--- src/rtl/anabellek_blok_okuyucu_pkg.sv ---
// anabellek_paket: shared widths, FSM state type and the word address helper
// for the block refill responder and its slot register.
// No ports (package). Optional feature macro used by the top: KRITIK_SOZCUK_ONCE_EN.
package anabellek_paket;

   localparam int unsigned ADRES_BIT     = 32;
   localparam int unsigned VERI_BIT      = 32;
   localparam int unsigned BLOK_BIT      = 128;
   localparam int unsigned SOZCUK_SAYISI = BLOK_BIT / VERI_BIT;
   localparam int unsigned SIRA_BIT      = $clog2(SOZCUK_SAYISI);
   localparam int unsigned OFSET_BIT     = $clog2(BLOK_BIT / 8);
   localparam int unsigned KELIME_OFSET  = $clog2(VERI_BIT / 8);

   typedef enum logic [1:0] {
      BOSTA       = 2'b00,
      ISTEK       = 2'b01,
      YANIT_BEKLE = 2'b10,
      TAMAM       = 2'b11
   } durum_t;

   // Word address inside a block; plain modular 32-bit addition, no carry out.
   function automatic logic [ADRES_BIT-1:0] kelime_adresi(
      input logic [ADRES_BIT-1:0] taban,
      input logic [SIRA_BIT-1:0]  sira
   );
      return taban + ADRES_BIT'({sira, {KELIME_OFSET{1'b0}}});
   endfunction

endpackage

--- src/rtl/anabellek_blok_okuyucu_blok_toplayici.sv ---
// blok_toplayici: 4 x 32-bit slot register that assembles a cache block.
// Ports:
//   clk, rst_n : clock, asynchronous active-low reset
//   temizle    : clear all slots (priority over yaz)
//   yaz        : write veri into slot sira
//   sira       : slot index
//   veri       : word to store
//   blok       : assembled block, slot k at bits [32k+31:32k]
module blok_toplayici
   import anabellek_paket::*;
(
   input  logic                clk,
   input  logic                rst_n,
   input  logic                temizle,
   input  logic                yaz,
   input  logic [SIRA_BIT-1:0] sira,
   input  logic [VERI_BIT-1:0] veri,
   output logic [BLOK_BIT-1:0] blok
);

   logic [SOZCUK_SAYISI-1:0][VERI_BIT-1:0] yuva;

   always_ff @(posedge clk or negedge rst_n) begin
      if (!rst_n) begin
         yuva <= '0;
      end else if (temizle) begin
         yuva <= '0;
      end else if (yaz) begin
         yuva[sira] <= veri;
      end
   end

   assign blok = yuva;

endmodule

--- src/rtl/anabellek_blok_okuyucu.sv ---
// anabellek_blok_okuyucu: serves one 128-bit block read from the instruction
// cache controller by issuing four 32-bit word reads on a valid/ready memory
// port, then pulses hazir for one cycle with the assembled block.
// Ports:
//   clk_i, rst_ni                          : clock, asynchronous active-low reset
//   anabellek_denetleyici_okuma_istek_*    : block request (level valid, address)
//   anabellek_denetleyici_okuma_veri_blok_o: assembled block
//   anabellek_denetleyici_okuma_istek_hazir_o : one-cycle block-valid pulse
//   bellek_istek_*                         : word read request to memory
//   bellek_yanit_*                         : word read response from memory
// Macro KRITIK_SOZCUK_ONCE_EN: start word order at the requested word and
// wrap modulo 4; undefined gives order 0,1,2,3.
module anabellek_blok_okuyucu
   import anabellek_paket::*;
(
   input  logic                 clk_i,
   input  logic                 rst_ni,
   input  logic [ADRES_BIT-1:0] anabellek_denetleyici_okuma_istek_adres_i,
   input  logic                 anabellek_denetleyici_okuma_istek_gecerli_i,
   output logic [BLOK_BIT-1:0]  anabellek_denetleyici_okuma_veri_blok_o,
   output logic                 anabellek_denetleyici_okuma_istek_hazir_o,
   output logic [ADRES_BIT-1:0] bellek_istek_adres_o,
   output logic                 bellek_istek_gecerli_o,
   input  logic                 bellek_istek_hazir_i,
   input  logic [VERI_BIT-1:0]  bellek_yanit_veri_i,
   input  logic                 bellek_yanit_gecerli_i
);

   localparam int unsigned BLOK_NO_BIT = ADRES_BIT - OFSET_BIT;

   durum_t                 durum;
   logic [ADRES_BIT-1:0]   taban;
   logic [BLOK_NO_BIT-1:0] sunulan_blok;
   logic [SIRA_BIT-1:0]    sayac;
   logic [SIRA_BIT-1:0]    sayac_sonraki;
   logic [SIRA_BIT-1:0]    sira;
   logic [SIRA_BIT-1:0]    baslangic;
   logic [SIRA_BIT-1:0]    baslangic_giris;
   logic [ADRES_BIT-1:0]   giris_taban;
   logic                   yeniden_hazir;
   logic                   farkli_blok;
   logic                   kabul;
   logic                   yaz;
   logic                   unused_ofset;

   assign giris_taban = {anabellek_denetleyici_okuma_istek_adres_i[ADRES_BIT-1:OFSET_BIT],
                         {OFSET_BIT{1'b0}}};
   assign farkli_blok = anabellek_denetleyici_okuma_istek_adres_i[ADRES_BIT-1:OFSET_BIT]
                        != sunulan_blok;
   // The stored flag covers an earlier drop of valid; a changed block address
   // re-arms in the same cycle so a new request starts without a bubble.
   assign kabul = (durum == BOSTA) && anabellek_denetleyici_okuma_istek_gecerli_i
                  && (yeniden_hazir || farkli_blok);
   assign yaz           = (durum == YANIT_BEKLE) && bellek_yanit_gecerli_i;
   assign sayac_sonraki = sayac + 1'b1;
   assign sira          = sayac + baslangic;
   assign unused_ofset  = ^anabellek_denetleyici_okuma_istek_adres_i[OFSET_BIT-1:0];

`ifdef KRITIK_SOZCUK_ONCE_EN
   assign baslangic_giris =
      anabellek_denetleyici_okuma_istek_adres_i[OFSET_BIT-1:KELIME_OFSET];

   always_ff @(posedge clk_i or negedge rst_ni) begin
      if (!rst_ni) begin
         baslangic <= '0;
      end else if (kabul) begin
         baslangic <= baslangic_giris;
      end
   end
`else
   assign baslangic_giris = '0;
   assign baslangic       = '0;
`endif

   always_ff @(posedge clk_i or negedge rst_ni) begin
      if (!rst_ni) begin
         durum                                     <= BOSTA;
         taban                                     <= '0;
         sunulan_blok                              <= '0;
         sayac                                     <= '0;
         yeniden_hazir                             <= 1'b0;
         bellek_istek_adres_o                      <= '0;
         bellek_istek_gecerli_o                    <= 1'b0;
         anabellek_denetleyici_okuma_istek_hazir_o <= 1'b0;
      end else begin
         anabellek_denetleyici_okuma_istek_hazir_o <= 1'b0;
         if (!anabellek_denetleyici_okuma_istek_gecerli_i || farkli_blok) begin
            yeniden_hazir <= 1'b1;
         end
         case (durum)
            BOSTA: begin
               if (kabul) begin
                  taban                  <= giris_taban;
                  sayac                  <= '0;
                  bellek_istek_gecerli_o <= 1'b1;
                  bellek_istek_adres_o   <= kelime_adresi(giris_taban, baslangic_giris);
                  durum                  <= ISTEK;
               end
            end
            ISTEK: begin
               if (bellek_istek_hazir_i) begin
                  bellek_istek_gecerli_o <= 1'b0;
                  durum                  <= YANIT_BEKLE;
               end
            end
            YANIT_BEKLE: begin
               if (bellek_yanit_gecerli_i) begin
                  if (sayac == SIRA_BIT'(SOZCUK_SAYISI - 1)) begin
                     anabellek_denetleyici_okuma_istek_hazir_o <= 1'b1;
                     durum                                     <= TAMAM;
                  end else begin
                     sayac                  <= sayac_sonraki;
                     bellek_istek_gecerli_o <= 1'b1;
                     bellek_istek_adres_o   <= kelime_adresi(taban, sayac_sonraki + baslangic);
                     durum                  <= ISTEK;
                  end
               end
            end
            TAMAM: begin
               // Clearing here overrides the re-arm set above.
               yeniden_hazir <= 1'b0;
               sunulan_blok  <= taban[ADRES_BIT-1:OFSET_BIT];
               durum         <= BOSTA;
            end
            default: durum <= BOSTA;
         endcase
      end
   end

   blok_toplayici u_blok_toplayici (
      .clk     (clk_i),
      .rst_n   (rst_ni),
      .temizle (kabul),
      .yaz     (yaz),
      .sira    (sira),
      .veri    (bellek_yanit_veri_i),
      .blok    (anabellek_denetleyici_okuma_veri_blok_o)
   );

endmodule

--- config.mk ---
export PLATFORM = sky130hd
export DESIGN_NAME = anabellek_blok_okuyucu
export DESIGN_NICKNAME = d
export VERILOG_FILES = /design/src/rtl/anabellek_blok_okuyucu_pkg.sv /design/src/rtl/anabellek_blok_okuyucu_blok_toplayici.sv /design/src/rtl/anabellek_blok_okuyucu.sv
export SDC_FILE = /design/constraint.sdc
export NUM_CORES = 1
export LEC_CHECK = 0
export ABC_AREA = 1
export CAP_MARGIN = 20
export CORE_MARGIN = 2
export CORE_UTILIZATION = 54
export DETAILED_ROUTE_END_ITERATION = 8
export PLACE_DENSITY = 0.95
export SYNTH_ARGS = -nofsm -noshare
export SYNTH_HDL_FRONTEND = slang
export SYNTH_HIERARCHICAL = 1
export SYNTH_SLANG_ARGS = --single-unit
--- constraint.sdc ---
create_clock -name clk_i -period 4.1 [get_ports clk_i]
set_input_delay 0.41 -clock clk_i [delete_from_list [all_inputs] [get_ports clk_i]]
set_output_delay 0.41 -clock clk_i [all_outputs]
set_load 0.005 [all_outputs]
# --- After elaboration in Yosys (flattened, before gate mapping) ---
# Index checks and enable logic that the tools add are counted.
totals:
  word_cells: 69
  regBits: 223
  output_inout_bits: 162
classes:
  n_reduce_logical: 16
  n_eq_ne: 9
  muxes: 28
  magnitude_cmp: 2
  n_addsub: 2
op_table:
  columns: ["operator", "count"]
  rows:
  - ["128-bit two-way mux", 2]
  - ["128-bit bitwise mux", 1]
  - ["32-bit two-way mux", 4]
  - ["32-bit demux with 2-bit select", 1]
  - ["32-bit case mux with 2 select lines", 1]
  - ["32-bit by 4-bit adder with 32-bit output", 1]
  - ["28-bit inequality test", 1]
  - ["2-bit two-way mux", 7]
  - ["1-bit two-way mux", 9]
  - ["2-bit inequality test, second input constant", 4]
  - ["2-bit case mux with 4 select lines", 1]
  - ["2-bit equality test, second input constant", 3]
  - ["2-bit nonzero test", 3]
  - ["5-bit AND reduction", 1]
  - ["1-bit logical AND", 4]
  - ["2-bit case mux with 2 select lines", 1]
  - ["4-bit AND reduction", 1]
  - ["2-bit by 3-bit less-than comparator with 1-bit output, second input constant", 1]
  - ["1-bit case mux with 3 select lines", 1]
  - ["3-bit AND reduction", 1]
  - ["3-bit nonzero test", 1]
  - ["2-bit by 1-bit adder with 2-bit output, second input constant", 1]
  - ["2-bit by 1-bit equality test with 1-bit output, second input constant", 1]
  - ["2-bit by 1-bit greater-or-equal comparator with 1-bit output, second input constant", 1]
  - ["4 further kinds", 5]

# --- Logic depth before layout (Yosys ltp) ---
# Gate-level depths: netlist of run 1.
logic_depth:
  word_depth: 7
  ltp_mapped: 19
  depth_no_buf: 16

# --- Hierarchy ---
# Netlist of run 1, hierarchy kept.
modules_own_cells:
  columns: ["mod", "cells_per_inst", "n_inst", "area_per_inst_um2", "seq_area_each_um2"]
  rows:
  - ["blok_toplayici", 634, 1, 5298.8, 3203.1]
  - ["anabellek_blok_okuyucu", 550, 1, 4289.1, 2277.2]

# --- Least setup slack after synthesis of run 1 ---
# Ideal clock, no wire load.
synth_path:
  path_type: "input to register"
  start: "input anabellek_denetleyici_okuma_istek_adres_i[24]"
  end: "register u_blok_toplayici.yuva (netlist bit u_blok_toplayici/blok[41])"
  setup_time_ps: 65
  path_slack_ps: 1976
  t_arrival_ps: 2059
  n_path_buf: 4
  stages: 17
  path_cell_list: "inv_1 -> nand2_1 -> nand2_1 -> nand2_1 -> nor2_1 -> nand2_1 -> nor2_1 -> nand2_1 -> nand2_4 -> inv_1 -> buf_6 -> buf_2 -> inv_2 -> buf_2 -> buf_1 -> nand3_1 -> nand2_1"
synth_between:
  elab_chain_len: 4
  elab_cells_between_ends: 5
  classes_between: "1 x eq/ne; 1 x mux; 3 x reduce/logical"
synth_rtl:
  columns: ["element", "line", "text"]
  rows:
  - ["from (decl)", "anabellek_blok_okuyucu.sv:18", "input logic [ADRES_BIT-1:0] anabellek_denetleyici_okuma_istek_adres_i,"]
  - ["28-bit inequality test *", "anabellek_blok_okuyucu.sv:49", "!= sunulan_blok;"]
  - ["1-bit logical OR *", "anabellek_blok_okuyucu.sv:53", "&& (yeniden_hazir || farkli_blok);"]
  - ["1-bit logical AND *", "anabellek_blok_okuyucu.sv:53", null]
  - ["named net kabul", "anabellek_blok_okuyucu.sv:42", "logic kabul;"]
  - ["128-bit two-way mux / 2-bit nonzero test (equally long branches)", null, null]
  - ["to (signal, indexed assignment)", "anabellek_blok_okuyucu_blok_toplayici.sv:29", "yuva[sira] <= veri;"]
  - ["to (decl)", "anabellek_blok_okuyucu_blok_toplayici.sv:21", "logic [SOZCUK_SAYISI-1:0][VERI_BIT-1:0] yuva;"]
# The timed path passes the listed nets; every way through them passes the cells marked *.
# A chain may end at the register's enable or synchronous reset.

# --- Worst setup path in the final report of run 1 ---
layout_path:
  start: "register durum[1]"
  end: "register u_blok_toplayici.yuva (netlist bit u_blok_toplayici/blok[116])"
layout_between:
  elab_cells_between_ends: 7
  classes_between: "1 x eq/ne; 1 x mux; 5 x reduce/logical"
layout_rtl:
  columns: ["element", "line", "text"]
  rows:
  - ["from (decl)", "anabellek_blok_okuyucu.sv:31", "durum_t durum;"]
  - ["from (signal assigned)", "anabellek_blok_okuyucu.sv:77", "durum <= BOSTA;"]
  - ["from (signal assigned)", "anabellek_blok_okuyucu.sv:97", "durum <= ISTEK;"]
  - ["from (signal assigned)", "anabellek_blok_okuyucu.sv:103", "durum <= YANIT_BEKLE;"]
  - ["2-bit equality test", "anabellek_blok_okuyucu.sv:54", "assign yaz = (durum == YANIT_BEKLE) && bellek_yanit_gecerli_i;"]
  - ["1-bit logical AND", "anabellek_blok_okuyucu.sv:54", null]
  - ["named net yaz", "anabellek_blok_okuyucu.sv:43", "logic yaz;"]
  - ["2-bit nonzero test (no line)", null, null]
# The timed path passes the listed nets, and every way through them passes these cells.

==> results of run 1 <==
power breakdown:
part	internal [W]	switching [W]
registers	0.00273	0.000365
clock network	0.00142	0.000815
logic	0.00102	0.00140
total	0.00516	0.00258
worst max-delay path by stage:
stage | end | slack [ns] | depth (start not counted)
global route | u_blok_toplayici/blok[116] | 0.96 | 8
floorplan | u_blok_toplayici/blok[41] | 1.98 | 17
detailed placement | u_blok_toplayici/blok[16] | 0.82 | 15
global placement | u_blok_toplayici/blok[12] | 0.97 | 17
finish | u_blok_toplayici/blok[116] | 1.17 | 8
CTS | u_blok_toplayici/blok[116] | 1.21 | 8
cell families (layout without fill, tap and decap cells):
logic type | count (synthesis) | after routing | share of synthesized area [%]
fa+ha+maj | 1 | 1 | 0.130
buf+inv | 188 | 396 | 8.20
compound gates | 119 | 119 | 6.22
other cells | 1 | 2 | 0.0391
simple gates | 650 | 650 | 27.7
xor+xnor | 6 | 6 | 0.548
flops | 219 | 219 | 57.2
flip-flops by register name (all words and copies together) (netlist names):
register and cells:
taban 28, sayac 1, anabellek_denetleyici_okuma_istek_hazir_o 1, yeniden_hazir 1, durum 2, bellek_istek_adres_o 29, sunulan_blok 28, bellek_istek_gecerli_o 1
u_blok_toplayici/blok 128
critical path, cell delays in order (launching register included):
cell and delay, ns:
dfrtp_1 0.42, inv_1 0.11, nor2_2 0.04, inv_1 0.31
nor2_1 0.20, nand3_1 0.60, clkinv_1 0.75, nand2_1 0.26
nand2_1 0.10
routing by layer:
| metal | GRT usage (%) | share of wire, % | wire length (um) | up-vias |
|---|---|---|---|---|
| met5 | 0 | 0 | 0 | - |
| met4 | 11.3 | 3.0 | 832 | 0 |
| met3 | 7.98 | 11 | 3000 | 81 |
| met2 | 50.6 | 50 | 13800 | 523 |
| met1 | 35.7 | 37 | 10200 | 4220 |
| li1 | - | - | - | 4072 |
area by class of cell:
type | instances | area (um^2) | share of cell area (%)
sequential | 219 | 5480 | 43.1
clock buffer | 29 | 648 | 5.10
multi-input combinational | 778 | 3330 | 26.2
timing repair buffer | 234 | 2350 | 18.5
clock inverter | 7 | 160 | 1.26
tap | 225 | 282 | 2.21
inverter | 126 | 474 | 3.73
placed cells by master (no fill, tap or decap), types with 2 or more instances in the layout:
cell / Yosys / final
nor3_1: 2 / 2
xnor2_1: 4 / 4
inv_2: 6 / 5
inv_1: 119 / 119
nor2_1: 48 / 47
clkinv_2: 0 / 3
nand2_4: 2 / 2
bufinv_16: 0 / 5
xor2_1: 2 / 2
clkbuf_8: 0 / 5
clkbuf_16: 0 / 23
o21ai_0: 88 / 88
nand3_1: 137 / 137
clkdlybuf4s50_1: 0 / 223
o21ai_1: 29 / 29
buf_4: 5 / 8
dfrtp_1: 219 / 219
nand2_1: 456 / 456
conb_1: 1 / 2
nor2_2: 2 / 3
buf_12: 0 / 2
per-stage QoR:
stage,instance area (um^2),power [W]
floorplan,9590,0.00444
global placement,11900,0.00538
detailed placement,11900,0.00551
CTS,12700,0.00777
global route,12700,0.00823
finish,12700,0.00775
==> results.toml, run 1 <==
[critical_path]
reg2reg_from = "durum[1]"
critPathArrivalTime_ns = 3.30
rrSetupSlack_ns = 1.17
reg2regPathDepth = 8
critPathLaunchType = "flip-flop"
crit_path_end_kind = "flip-flop"
reg2reg_to = "u_blok_toplayici/blok[116]"
critical_path_class = "reg -> reg"
cp-startpoint = "durum[1]"
worstPathMaxFanout = 17
cp.required_ns = 4.47

[floorplanning]
rows = 48
initial_utilization_pct = 55.2
ios = 231
die_x_um = 137
die-area_um2 = 18800
dieHeight_um = 137
core_area_um2 = 17400

[place]
dp_slack_ns = 0.816
hpwl_um = 17800
dp.cells = 1582
gp_congestion = 0.827
portBuffers = 224

[synth]
yosysWarnings = 6
synth_edf_count = 0
yosysMostFrequentCell = "nand2_1"
ys.flop_type = "dfrtp_1"
synth_area_leaders = "dfrtp_1, nand2_1, nand3_1, inv_1, o21ai_0"
seq_area_frac_synth_pct = 57.2
synthTopCellsByCount = "nand2_1, dfrtp_1, nand3_1"
netlist_area_um2 = 9590
synth-seq-cells = 219
syn_inst = 1184
async_flop_share_pct = 100
avgSynthCellArea_um2 = 8.10
synthDistinctLibCells = 26
synth_area_leader_cell = "dfrtp_1"
synth_top_area_share_pct = 57.2

[cts]
cts_buffer_depth = 3
cts_root_buf = "clkbuf_16"
cts-buffers-inserted = 22
clk_pin_slew_ns = 0.06
ctsResizeCount = 0
cts_tree = "done"
cts_hold_buf = 0
cts.sinks = 219
clk_latency_ns = 0.50
h-tree-depth = 1
cts_setup_buffers = 0

[run]
cap_violations = 0

[timing]
min_period_ns = 2.93
fmax_mhz = 342
fin_crit_sh_pct = 71.3
tightest_slew_ns = 0.959
fin_ws_ns = 1.17
clock_skew_ns = 0.00960
rsz0062_at_grt = "no"
hold_ws_ns = -0.0284
max_slew_margin_pct = 36.1
hold_viol = 9
maxSlewViolCount = 0
report.final.setup_viol = 0
setup_tns_ns = 0

[layout]
nNetsFinal = 1451
diodes = 0
drive_above_1_share_pct = 4.24
area_delta_synth_final_pct = 32.7
n_fill_cell = 1144
final_util_pct = 73.3
fin_cells = 1618

[global_route]
grt_pass1_wl_um = 43900
antenna_found_initial = 0
grtUsageTotal_pct = 29.6
grt_pass1_vias = 8692
gr-total-overflow = 0
grt_max_degree = 129

[run_status]
violations = "negative hold slack"
outcome = "finished, violations left"

[pwr]
leakage_nw = 6.58
ir_drop_uv = 461
p_per_area_nw_per_um2 = 609

[detailed_routing]
wl_per_cell_um = 17.2
drt_wl_total_um = 27900
vias_per_cell = 5.50
drc = 0
ant_nets = 0
dr_total_vias = 8896
drt_iter0_markers = 753
firstDrtPassIters = 6

[hold_path]
min_path_type = "in -> async"
No activity file was read; power rests on OpenSTA's default activity.
==> inputs of run 2 (changes only) <==
Settings changed: CORE_UTILIZATION 54 to 50, PLACE_DENSITY 0.95 to 0.9.
Clock period 4.1 ns to 2.8 ns, I/O delays scaled along.
==> results.toml, run 2 (same netlist as run 1, synthesis figures left out) <==
[cts]
cts.sinks = 219
cts-buffers-inserted = 23
cts_buffer_depth = 3
cts_root_buf = "clkbuf_16"
h-tree-depth = 1
cts_tree = "done"
clk_latency_ns = 0.52
ctsResizeCount = 0
clk_pin_slew_ns = 0.06

[layout]
mostFrequentLayoutCell = "nand2_1"
drive_above_1_share_pct = 4.97
area_delta_synth_final_pct = 33.7
largest_reg_flops = 128
layout_common_cells = "nand2_1, clkdlybuf4s50_1, dfrtp_1"
diodes = 0
nNetsFinal = 1463

[global_route]
grt_max_degree = 129
antenna_found_initial = 0
grtUsageTotal_pct = 26.9
grt_pass1_wl_um = 43800
gr-total-overflow = 0
grt_pass1_vias = 8724

[critical_path]
crit_top_cell = "nand2_1"
critPathLaunchType = "flip-flop"
reg2regPathDepth = 16
worstPathMaxFanout = 10
cp.required_ns = 3.24
rrSetupSlack_ns = 0.43
reg2reg_to = "u_blok_toplayici/blok[16]"
cp-startpoint = "sunulan_blok[8]"
crit_chain = "inv_1 > nand2_1 > nand2_1 > nand2_1 > nor2_1 > nand2_1 > nor2_1 > nand2_1 > nand2_4 > inv_1 > clkinv_2 > nand2_1 > buf_4 > nor2_1 > nand2_1 > nand2_1"
crit_path_end_kind = "flip-flop"
reg2reg_from = "sunulan_blok[8]"
max_stage_delay_ns = 0.40
cp_num_buf_inv = 4
critical_path_class = "reg -> reg"
crit_slowest_cell = "dfrtp_1"
critPathArrivalTime_ns = 2.81
critPathTopFamily = "simple AND/OR/NAND/NOR gates"

[run]
cap_violations = 0

[timing]
rsz0062_at_grt = "no"
hold_viol = 0
fmax_mhz = 422
max_slew_margin_pct = 56.4
min_period_ns = 2.37
clock_skew_ns = 0.0186
maxSlewViolCount = 0
tightest_slew_ns = 0.654
fin_crit_sh_pct = 84.7
report.final.setup_viol = 0
setup_tns_ns = 0

[floorplanning]
ios = 231
rows = 50
core_area_um2 = 18800
die_x_um = 142
dieHeight_um = 142
die-area_um2 = 20300
initial_utilization_pct = 51.1

[detailed_routing]
ant_nets = 0
firstDrtPassIters = 6
vias_per_cell = 5.37
dr_total_vias = 8819
wl_per_cell_um = 16.8
drc = 0
drt_iter0_markers = 777
drt_wl_total_um = 27700

[run_status]
outcome = "finished, final reports clean"

[place]
portBuffers = 224
gp_congestion = 0.846
hpwl_um = 17900

[pwr]
p_per_area_nw_per_um2 = 886
ir_drop_uv = 604
finalPower_w = 0.0114
leakage_nw = 6.63

[hold_path]
min_path_type = "in -> async"
==> run 2: changes by cell type in the layout (fill, tap and decap cells not counted), sizes merged <==
| cell | delta |
|---|---|
| inv | +1 |
| dlygate4sd3 | +1 |
| buf | +10 |
| bufinv | -1 |
| clkinv | +2 |
| clkbuf | +3 |
==> run 2: routing by layer <==
metal | track usage (%) | share of wire (%) | up-vias
met1 | 33.3 | 38 | 4088
met5 | 0 | 0 | -
met3 | 5.48 | 10 | 88
li1 | - | - | 4102
met4 | 10.3 | 3.5 | 0
met2 | 46.4 | 48 | 541
==> run 2: report_power, final <==
group / switching (W) / internal (W) / leakage [nW]
registers: 0.000520 / 0.00399 / 2.91
logic: 0.00208 / 0.00154 / 3.32
clock network: 0.00124 / 0.00199 / 0.395
total: 0.00384 / 0.00752 / 6.63
==> run 2: through the flow <==
stage | hold slack (ns) | worst slack [ns] | util [%] | cell area, um^2 | cells
6_report | 0.342 | 0.428 | 68.3 | 12800 | 1643
5_1_grt | 0.384 | 0.218 | 68.3 | 12800 | 1643
4_1_cts | 0.357 | 0.461 | 68.3 | 12800 | 1643
3_5_place_dp | 0.312 | 0.0756 | 64.0 | 12000 | 1601
3_3_place_gp | 0.309 | 0.174 | 64.0 | 12000 | 1601
2_1_floorplan | -0.0156 | 0.726 | - | 9590 | 1185
==> run 2: what timing repair did <==
| action | 4_1_cts | 5_1_grt |
|---|---|---|
| buffers inserted | 0 | 0 |
| hold buffers | 1 | 0 |
| setup endpoints to repair | 0 | 0 |
| hold endpoints to repair | 79 | 0 |
==> run 2: worst max path at each step <==
stage	slack, ns	end	depth (start not counted)
after floorplan	0.73	u_blok_toplayici/blok[41]	17
after global placement	0.17	u_blok_toplayici/blok[26]	18
after detailed placement	0.08	u_blok_toplayici/blok[45]	16
after CTS	0.46	u_blok_toplayici/blok[16]	16
after global routing	0.22	u_blok_toplayici/blok[81]	14
final	0.43	u_blok_toplayici/blok[16]	16
==> run 2: cell type report <==
type / instances / area (um^2)
clock buffer: 32 / 649
clock inverter: 9 / 149
tap: 234 / 293
timing repair buffer: 245 / 2440
multi-input combinational: 778 / 3330
inverter: 126 / 474
fill: 1373 / 5950
sequential: 219 / 5480
==> run 2: worst reg2reg max path: cells and delay by family (launching register included) <==
| family | cells | cell delay [ns] |
|---|---|---|
| buffers and inverters | 4 | 0.55 |
| flip-flops | 1 | 0.40 |
| AND/OR/NAND/NOR | 12 | 1.37 |
==> inputs of run 3 (changes only) <==
Clock period 2.8 ns to 2.3 ns, I/O delays scaled along.
==> results.toml, run 3 (same netlist as run 1, synthesis figures left out) <==
[timing]
fin_crit_sh_pct = 91.3
tightest_slew_ns = 0.713
max_slew_margin_pct = 52.5
min_period_ns = 2.10
report.final.setup_viol = 0
maxSlewViolCount = 0
hold_viol = 0
fmax_mhz = 476
fin_ws_ns = 0.201
clock_skew_ns = 0.0109
rsz0062_at_grt = "no"

[critical_path]
endpoint = "u_blok_toplayici/blok[119]"
critical_path_class = "reg -> reg"
reg2reg_from = "sunulan_blok[7]"
cp-startpoint = "sunulan_blok[7]"
reg2regPathDepth = 12
rrSetupSlack_ns = 0.20
crit_path_end_kind = "flip-flop"
critPathArrivalTime_ns = 2.55
critPathLaunchType = "flip-flop"
reg2reg_to = "u_blok_toplayici/blok[119]"
cp.required_ns = 2.75
worstPathMaxFanout = 29

[cts]
cts-buffers-inserted = 23
clk_latency_ns = 0.51
cts_root_buf = "clkbuf_16"
cts_buffer_depth = 3
cts.sinks = 219
clk_pin_slew_ns = 0.06
cts_setup_buffers = 0
h-tree-depth = 1
cts_tree = "done"

[place]
gp_congestion = 0.878
portBuffers = 224
hpwl_um = 18700
dp_slack_ns = -0.157

[pwr]
pwr-share-seq_pct = 39.2
p_per_area_nw_per_um2 = 1070
clkPwrFrac_pct = 27.2
p_int_w = 0.00934
p_comb_share_pct = 33.7
p_switching_w = 0.00472
ir_drop_uv = 639
p_sw_share_pct = 33.6
leakage_nw = 6.80

[floorplanning]
die_x_um = 142
ios = 231
initial_utilization_pct = 51.1
core_area_um2 = 18800
dieHeight_um = 142
rows = 50
die-area_um2 = 20300

[run_status]
outcome = "finished, final reports clean"

[detailed_routing]
dr_total_vias = 8937
firstDrtPassIters = 5
wl_per_cell_um = 16.4
drt_iter0_markers = 794
drt_wl_total_um = 27400
vias_per_cell = 5.33
drc = 0
ant_nets = 0

[layout]
layout_common_cells = "nand2_1, clkdlybuf4s50_1, dfrtp_1"
final_util_pct = 70.0
n_fill_cell = 1375
drive_above_1_share_pct = 7.28
diodes = 0
mostFrequentLayoutCell = "nand2_1"
regArea_um2 = 5480
multi_input_area_um2 = 3340
nNetsFinal = 1495
largest_reg_flops = 128
area_delta_synth_final_pct = 37.0

[global_route]
antenna_found_initial = 0
grtUsageTotal_pct = 26.9
grt_pass1_vias = 8654
grt_pass1_wl_um = 43700
grt_max_degree = 90
gr-total-overflow = 0

[run]
cap_violations = 0

[hold_path]
min_path_type = "in -> async"
run 3: metal layers:
layer / track usage (%) / share of wire (%) / routed length (um) / vias to the layer above
met5: 0 / 0 / 0 / -
met4: 8.49 / 2.6 / 707 / 0
met3: 5.79 / 10 / 2770 / 61
met2: 45.9 / 50 / 13600 / 491
met1: 34.3 / 38 / 10400 / 4218
li1: - / - / - / 4167
run 3: what timing repair did:
| item | CTS | global route |
|---|---|---|
| hold buffers | 1 | 0 |
| hold endpoints to repair | 82 | 0 |
| setup endpoints to repair | 0 | 3 |
| gates resized for setup | 0 | 4 |
run 3: area by class of cell:
cell class              count  area share (%)
repair buffers            277            21.1
well taps                 234            2.23
flip-flops and latches    219            41.7
clock buffers              34            5.00
inverters                 126            3.61
clock inverters             8           0.924
multi-input cells         778            25.4
run 3: power groups by stage:
stage / registers, W / logic [W] / clock network (W)
finish: 0.00551 / 0.00473 / 0.00382
global route: 0.00562 / 0.00526 / 0.00403
CTS: 0.00550 / 0.00476 / 0.00387
detailed placement: 0.00554 / 0.00471 / 0
global placement: 0.00551 / 0.00455 / 0
floorplan: 0.00546 / 0.00245 / 0
run 3: worst max-delay path, cell delays in order (launching register included):
cell and delay [ns]:
dfrtp_1 0.41, nand2_1 0.08, o21ai_0 0.11, nor2_1 0.16, nand3_1 0.14, nor2_1 0.12
nand2_1 0.11, nand2_4 0.09, inv_1 0.08, buf_12 0.18, nor2_1 0.33, nand2_1 0.13
nand2_1 0.09
run 3: worst min-delay path by stage:
stage | cells past startpoint | to | slack [ns]
after global routing | 3 | anabellek_denetleyici_okuma_istek_hazir_o | 0.36
final | 2 | bellek_istek_adres_o[15] | 0.31
after CTS | 2 | taban[13] | 0.34
after floorplan | 0 | anabellek_denetleyici_okuma_istek_hazir_o | -0.07
after global placement | 1 | bellek_istek_adres_o[12] | 0.28
after detailed placement | 1 | bellek_istek_adres_o[15] | 0.29
run 3: through the flow:
step	std cells	setup TNS, ns	total power [W]	hold slack [ns]	area [um^2]
after floorplan	1185	0	0.00791	-0.0656	9590
after global placement	1633	-0.0379	0.0101	0.283	12300
after detailed placement	1633	-11.87	0.0103	0.291	12300
after CTS	1676	0	0.0141	0.342	13100
after global routing	1676	0	0.0149	0.364	13100
final	1676	0	0.0141	0.315	13100
